## config.mk

```make
export PLATFORM = sky130hd
export DESIGN_NAME = pcie_tx_req_arb
export DESIGN_NICKNAME = d
export VERILOG_FILES = /design/src/rtl/pcie_tx_req_arb.sv
export SDC_FILE = /design/constraint.sdc
export NUM_CORES = 1
export LEC_CHECK = 0
export ABC_CLOCK_PERIOD_IN_PS = 2670
export BUFFER_PORTS_ARGS = -buffer_cell sky130_fd_sc_hd__buf_4
export CAP_MARGIN = 0
export CORE_MARGIN = 2
export CORE_UTILIZATION = 35
export CTS_BUF_LIST = sky130_fd_sc_hd__clkbuf_8
export CTS_CLUSTER_DIAMETER = 30
export DETAILED_ROUTE_END_ITERATION = 7
export PLACE_DENSITY = 0.7
export SKIP_CTS_REPAIR_TIMING = 1
export SLEW_MARGIN = 25
export SYNTH_ARGS = -nofsm -noshare
export SYNTH_HDL_FRONTEND = slang
export SYNTH_SLANG_ARGS = --single-unit
```

## constraint.sdc

```tcl
create_clock -name pcie_user_clk -period 2.67 [get_ports pcie_user_clk]
set_input_delay 0.267 -clock pcie_user_clk [delete_from_list [all_inputs] [get_ports pcie_user_clk]]
set_output_delay 0.267 -clock pcie_user_clk [all_outputs]
set_load 0.02 [all_outputs]
```

## src/rtl/pcie_tx_req_arb.sv

```systemverilog
// Round-robin arbiter for the PRP MRd, DMA MRd and DMA MWr TLP request
// channels; holds the winner to the TLP generator and bounds outstanding MRds.
//
// Ports:
//   pcie_user_clk / pcie_user_rst  clock, synchronous active-high reset
//   tx_prp_mrd_* / tx_dma_mrd_* / tx_dma_mwr_*
//                                  request channels: req, tag, len, addr in;
//                                  one-cycle req_ack out
//   tx_dma_mwr_data_last           last MWr payload beat, to the MWr requester
//   tlp_req_*                      held request to the generator (valid/ready)
//   tlp_mwr_data_last              last MWr payload beat, from the generator
//   cpld_tag_done                  one MRd fully completed
//   mrd_outstanding                current outstanding-MRd count
module pcie_tx_req_arb #(
  parameter int C_PCIE_ADDR_WIDTH     = 48,
  parameter int P_MAX_OUTSTANDING_MRD = 32
) (
  input  logic                         pcie_user_clk,
  input  logic                         pcie_user_rst,
  input  logic                         tx_prp_mrd_req,
  input  logic [7:0]                   tx_prp_mrd_tag,
  input  logic [10:0]                  tx_prp_mrd_len,
  input  logic [C_PCIE_ADDR_WIDTH-3:0] tx_prp_mrd_addr,
  output logic                         tx_prp_mrd_req_ack,
  input  logic                         tx_dma_mrd_req,
  input  logic [7:0]                   tx_dma_mrd_tag,
  input  logic [10:0]                  tx_dma_mrd_len,
  input  logic [C_PCIE_ADDR_WIDTH-3:0] tx_dma_mrd_addr,
  output logic                         tx_dma_mrd_req_ack,
  input  logic                         tx_dma_mwr_req,
  input  logic [7:0]                   tx_dma_mwr_tag,
  input  logic [10:0]                  tx_dma_mwr_len,
  input  logic [C_PCIE_ADDR_WIDTH-3:0] tx_dma_mwr_addr,
  output logic                         tx_dma_mwr_req_ack,
  output logic                         tx_dma_mwr_data_last,
  output logic                         tlp_req_valid,
  input  logic                         tlp_req_ready,
  output logic [1:0]                   tlp_req_type,
  output logic [7:0]                   tlp_req_tag,
  output logic [10:0]                  tlp_req_len,
  output logic [C_PCIE_ADDR_WIDTH-3:0] tlp_req_addr,
  input  logic                         tlp_mwr_data_last,
  input  logic                         cpld_tag_done,
  output logic [5:0]                   mrd_outstanding
);

  typedef enum logic [1:0] {
    S_IDLE,
    S_ISSUE,
    S_MWR_DATA
  } state_t;

  localparam logic [1:0] T_PRP = 2'd0;
  localparam logic [1:0] T_DMA = 2'd1;
  localparam logic [1:0] T_MWR = 2'd2;

  localparam logic [5:0] MAX_MRD = 6'(P_MAX_OUTSTANDING_MRD);

  state_t     state;
  state_t     state_nxt;
  logic [1:0] rr_ptr;
  logic [5:0] mrd_cnt;
  logic       mrd_ok;
  logic [2:0] elig;
  logic [2:0] gnt;
  logic       accept;
  logic       mrd_inc;
  logic       mrd_dec;

  assign mrd_ok = mrd_cnt < MAX_MRD;

  assign elig = {tx_dma_mwr_req,
                 tx_dma_mrd_req & mrd_ok,
                 tx_prp_mrd_req & mrd_ok};

  // Priority starts at the channel after the last winner.
  always_comb begin
    gnt = 3'b000;
    if (state == S_IDLE) begin
      case (rr_ptr)
        2'd1: begin
          if (elig[1])      gnt = 3'b010;
          else if (elig[2]) gnt = 3'b100;
          else if (elig[0]) gnt = 3'b001;
        end
        2'd2: begin
          if (elig[2])      gnt = 3'b100;
          else if (elig[0]) gnt = 3'b001;
          else if (elig[1]) gnt = 3'b010;
        end
        default: begin
          if (elig[0])      gnt = 3'b001;
          else if (elig[1]) gnt = 3'b010;
          else if (elig[2]) gnt = 3'b100;
        end
      endcase
    end
  end

  always_ff @(posedge pcie_user_clk) begin
    if (pcie_user_rst) state <= S_IDLE;
    else               state <= state_nxt;
  end

  always_comb begin
    state_nxt = state;
    unique case (state)
      S_IDLE: begin
        if (|gnt) state_nxt = S_ISSUE;
      end
      S_ISSUE: begin
        if (accept) begin
          // A last beat already present at acceptance skips MWR_DATA.
          if (tlp_req_type == T_MWR && !tlp_mwr_data_last)
            state_nxt = S_MWR_DATA;
          else
            state_nxt = S_IDLE;
        end
      end
      S_MWR_DATA: begin
        if (tlp_mwr_data_last) state_nxt = S_IDLE;
      end
      default: state_nxt = S_IDLE;
    endcase
  end

  always_comb begin
    tlp_req_valid        = state == S_ISSUE;
    accept               = tlp_req_valid & tlp_req_ready;
    tx_dma_mwr_data_last = tlp_mwr_data_last &
                           ((state == S_MWR_DATA) |
                            (accept & (tlp_req_type == T_MWR)));
  end

  always_ff @(posedge pcie_user_clk) begin
    if (pcie_user_rst) begin
      tx_prp_mrd_req_ack <= 1'b0;
      tx_dma_mrd_req_ack <= 1'b0;
      tx_dma_mwr_req_ack <= 1'b0;
      tlp_req_type       <= '0;
      tlp_req_tag        <= '0;
      tlp_req_len        <= '0;
      tlp_req_addr       <= '0;
      rr_ptr             <= 2'd0;
    end else begin
      tx_prp_mrd_req_ack <= gnt[0];
      tx_dma_mrd_req_ack <= gnt[1];
      tx_dma_mwr_req_ack <= gnt[2];
      if (|gnt) begin
        unique case (1'b1)
          gnt[0]: begin
            tlp_req_type <= T_PRP;
            tlp_req_tag  <= tx_prp_mrd_tag;
            tlp_req_len  <= tx_prp_mrd_len;
            tlp_req_addr <= tx_prp_mrd_addr;
            rr_ptr       <= 2'd1;
          end
          gnt[1]: begin
            tlp_req_type <= T_DMA;
            tlp_req_tag  <= tx_dma_mrd_tag;
            tlp_req_len  <= tx_dma_mrd_len;
            tlp_req_addr <= tx_dma_mrd_addr;
            rr_ptr       <= 2'd2;
          end
          default: begin
            tlp_req_type <= T_MWR;
            tlp_req_tag  <= tx_dma_mwr_tag;
            tlp_req_len  <= tx_dma_mwr_len;
            tlp_req_addr <= tx_dma_mwr_addr;
            rr_ptr       <= 2'd0;
          end
        endcase
      end
    end
  end

  // Completion at zero count is dropped; issue plus completion cancels out.
  assign mrd_inc = accept & (tlp_req_type != T_MWR);
  assign mrd_dec = cpld_tag_done & (mrd_cnt != 6'd0);

  always_ff @(posedge pcie_user_clk) begin
    if (pcie_user_rst)          mrd_cnt <= 6'd0;
    else if (mrd_inc & !mrd_dec) mrd_cnt <= mrd_cnt + 6'd1;
    else if (!mrd_inc & mrd_dec) mrd_cnt <= mrd_cnt - 6'd1;
  end

  assign mrd_outstanding = mrd_cnt;

endmodule

```

; ---- Word level (Yosys, flattened, before mapping)
; Index checks and enable logic that the tools add are counted.
[op_classes]
order_cmp = 1
muxes = 23
n_eq_ne = 9
n_reduce_logical = 9
n_addsub = 2
n_bitwise = 10
[op_table]
columns = cell, n
row1 = $pmux W46 S2, 1
row2 = $pmux W11 S2, 1
row3 = $mux W3, 7
row4 = $pmux W8 S2, 1
row5 = $mux W2, 6
row6 = $mux W6, 2
row7 = $and A1 B1 Y1, 9
row8 = $pmux W2 S2, 2
row9 = $add A6 B1 Y6 const B, 1
row10 = $eq A2 B2 Y1 const B, 3
row11 = $lt A6 B6 Y1 const B, 1
row12 = $pmux W2 S3, 1
row13 = $pmux W3 S2, 1
row14 = $reduce_bool A6 Y1, 1
row15 = $sub A6 B1 Y6 const B, 1
row16 = $eq A2 B1 Y1 const B, 2
row17 = $ne A2 B1 Y1 const B, 2
row18 = $ne A2 B2 Y1 const B, 2
row19 = $logic_not A1 Y1, 3
row20 = $reduce_and A3 Y1, 1
row21 = $reduce_or A3 Y1, 1
row22 = $logic_not A2 Y1, 1
row23 = $reduce_bool A2 Y1, 1
row24 = $logic_and A1 B1 Y1, 1
row25 = other kinds (2), 2
[totals]
reg_bits = 80
word_cells = 64
inputBits = 203
output_inout_bits = 78

; ---- Longest topological paths before layout
[logic_depth]
ltp_word = 10
mapped_depth = 11
depth_no_buf = 11

; ---- Worst setup path before layout
; No wires, ideal clock.
[synth_path]
path_type = register to register
start = register mrd_cnt[0], in the netlist mrd_outstanding[0]
end = register mrd_cnt[5], in the netlist mrd_outstanding[5]
path_stages_with_launch = 11
required_time_ps = 2541
t_arrival_ps = 2557
setup_time_ps = 129
period_less_slack_ps = 2686
slack_ps = -16
path_buffers = 0
cell_sequence = dfxtp_1 -> or4_1 -> o31ai_1 -> ha_1 -> inv_1 -> ha_1 -> o21ai_0 -> or3_1 -> nand3_1 -> xnor2_1 -> nor2_1
[synth_via]
elab_chain_cells = 5
word_cells_on_any_way = 10
cone_classes = add/sub: 2 / mux: 2 / bitwise: 3 / reduce/logical: 3
[synth_lines]
columns = item, line_no
row1 = "start, declared", 62  ; logic [5:0] mrd_cnt;
row2 = "start signal, assigned", 183  ; else if (mrd_inc & !mrd_dec) mrd_cnt <= mrd_cnt + 6'd1;
row3 = "start signal, assigned", 184  ; else if (!mrd_inc & mrd_dec) mrd_cnt <= mrd_cnt - 6'd1;
row4 = "parallel branches: the longest is 5 deep, another holds $sub A6 B1 Y6", -
; Several ways; the timed one is not identified. The select of a mux whose other input is x is not followed.
; A chain may end at the register's enable or synchronous reset.

; ---- Worst setup path after layout
[layout_path]
start = register mrd_cnt[5], in the netlist mrd_outstanding[5]
end = register mrd_cnt[5], in the netlist mrd_outstanding[5]
; Same word-level chain as after synthesis.

==> flow_metrics.env <==
export IMPL_layout_common_cells="buf_4 (292), dfxtp_1 (77), nor2_1 (72), a22oi_1 (65), a221oi_2 (65)"
export IMPL_vias=4925
export IMPL_min_period_over_period=1.039
export IMPL_drive_gt1_frac=0.5489
export IMPL_worstPathArrival_ps=3020
export IMPL_synthArstFlopShare=0
export IMPL_postSynthCellCount=475
export IMPL_syn_num_nets=686
export IMPL_fmax_mhz=360.3
export IMPL_maxCapViolCount=0
export IMPL_placed_cells_incl_taps=892
export IMPL_clockRootBuffer="clkbuf_8"
export IMPL_end_kind="register"
export IMPL_area_growth_pct=55.76
export IMPL_hold_class="input pin to register"
export IMPL_required_ps=2910
export IMPL_startpoint="mrd_outstanding[5]$_SDFFE_PP0P_"
export IMPL_grt_pass1_wl_um=24850
export IMPL_status="finished with violations"
export IMPL_whs_ps=61.38
export IMPL_dpl_instance_area_um2=6771
export IMPL_final_hold_viol_count=0
export IMPL_die_area_um2=13860
export IMPL_p_leak_nw=3.002
export IMPL_insertion_delay_ps=370
export IMPL_postLayoutCellArea_um2=7053
export IMPL_worst_slew_pin_slew_ps=612.8
export IMPL_layout_commonest_cell="buf_4"
export IMPL_vias_per_cell=5.424
export IMPL_synth_distinct_cells=46
export IMPL_synth_edf_count=0
export IMPL_rsz0062_at_grt="true"
export IMPL_core_area_um2=12620
export IMPL_cts_buffer_depth=2
export IMPL_wire_per_inst_um=17.20
export IMPL_ios=281
export IMPL_finalSetupViolCount=2
export IMPL_synth_avg_cell_area_um2=9.533
export IMPL_peakVddDrop_mv=0.9825
export IMPL_ys_flop_type="dfxtp_1"
export IMPL_fin_crit_ps=2775
export IMPL_instances_no_fill=908
export IMPL_fin_skew_ps=7.435
export IMPL_cts_tree="built"
export IMPL_netlist_area_um2=4528
export IMPL_cts_made_buffers=9
export IMPL_die_h_um=117.7
export IMPL_grt_pass1_vias=4900
export IMPL_max_slew_margin=0.5915
export IMPL_drt_iter0_drc=280
export IMPL_rows=41
export IMPL_ys_seq_area_frac=0.3493
export IMPL_clock_sinks=79
export IMPL_grt_overflow=0
export IMPL_initial_utilization=0.3588
export IMPL_grt_max_degree=63
export IMPL_ys_seq_elements=79
export IMPL_clk_pin_slew_ps=80
export IMPL_htree_levels=3
export IMPL_antenna_found_initial=0
export IMPL_path_class="register to register"
export IMPL_grt_usage=0.2175
export IMPL_dp_hpwl_um=11280
export IMPL_path_max_fanout=5
export IMPL_crit_slowest_cell="or4_4"
export IMPL_critical_path_max_stage_delay_ps=530
export IMPL_powerDensity_nw_per_um2=1098
export IMPL_maxSlewViolCount=0
export IMPL_port_buffers=280
export IMPL_worstHoldStart="tlp_mwr_data_last"
export IMPL_gp_congestion=0.8959
export IMPL_final_core_util=0.5589
export IMPL_r2r_start="mrd_outstanding[5]$_SDFFE_PP0P_"
export IMPL_worst_slack_ps=-105.3
export IMPL_setup_tns_ps=-132.0
export IMPL_drtPass1Iterations=4
export IMPL_power_mw=7.746
export IMPL_die_w_um=117.7
export IMPL_cp_cell_sequence="or4_4 -> o31ai_2 -> ha_2 -> clkinvlp_4 -> ha_4 -> and4b_1 -> a311oi_2 -> nand3_1 -> xnor2_1 -> nor2_1"
export IMPL_start_kind="register"
export IMPL_pre_cts_ws_ps=0.2496
export IMPL_antenna_cells=0
export IMPL_ant_nets=0
export IMPL_drc=0
export IMPL_final_net_count=944
export IMPL_synth_warning_count=0
export IMPL_drt_wl_total_um=15620
export IMPL_violations="negative setup slack"
[cells in the mapped netlist (all sizes together) (3+ instances only)]
cell    instances  share of area
clkbuf         22          0.018
ha              7          0.019
a22oi          66           0.11
nor2b           6         0.0083
nand2           6         0.0050
dfxtp          79           0.35
nor2           73          0.061
o21ai          67          0.078
buf            31          0.051
inv             8         0.0066
nand2b          3         0.0041
a21oi           5         0.0055
a221oi         65           0.22
[registers in the layout (all words and copies together), names as in the netlist]
name                cells
tlp_req_len            11
tx_dma_mwr_req_ack      1
tlp_req_type            2
tx_prp_mrd_req_ack      1
state                   2
tlp_req_addr           46
mrd_outstanding         6
tx_dma_mrd_req_ack      1
rr_ptr                  1
tlp_req_tag             8
[worst paths after layout]
kind | slack [ps] | end | depth (start not counted)
max | -110 | mrd_outstanding[5]$_SDFFE_PP0P_ | 10
min reg2reg | 540 | tlp_req_len[7]$_SDFFE_PP0P_ | 2
min | 60 | state[1]$_SDFFE_PP0P_ | 2
max reg2reg | -110 | mrd_outstanding[5]$_SDFFE_PP0P_ | 10
[final cells by class]
class / count / area, µm²
fill: 1154 / 5567
multi-input combinational: 335 / 2694
timing repair buffer: 300 / 2344
sequential: 79 / 1584
tap: 172 / 215.2
clock buffer: 13 / 178.9
inverter: 8 / 33.78
clock inverter: 1 / 3.754
[report_power, final]
part / switching (mW) / internal [mW]
registers: 0.218 / 1.58
clock network: 0.435 / 0.427
logic: 2.91 / 2.18
[critical path: cells and delay by family, from the launching register on]
| kind | cells | cell delay (ps) |
|---|---|---|
| compound gates | 2 | 420 |
| xor+xnor | 1 | 180 |
| fa+ha+maj | 2 | 570 |
| buf+inv | 1 | 220 |
| flops | 1 | 330 |
| simple gates | 4 | 930 |
[cells by family after synthesis]
group           count (synthesis)  synth area share
fa+ha+maj                       8           0.02376
mux                             1          0.002211
xor+xnor                        4          0.007738
buf+inv                        61           0.07544
simple gates                  104            0.1017
flops                          79            0.3493
compound gates                218            0.4399
[metal layers]
| metal | global-route usage | share of wire |
|---|---|---|
| met2 | 0.3710 | 0.49 |
| met5 | 0 | 0 |
| met4 | 0.08735 | 0.033 |
| met3 | 0.06541 | 0.064 |
| met1 | 0.2543 | 0.41 |
No activity file was read; power rests on OpenSTA's default activity.
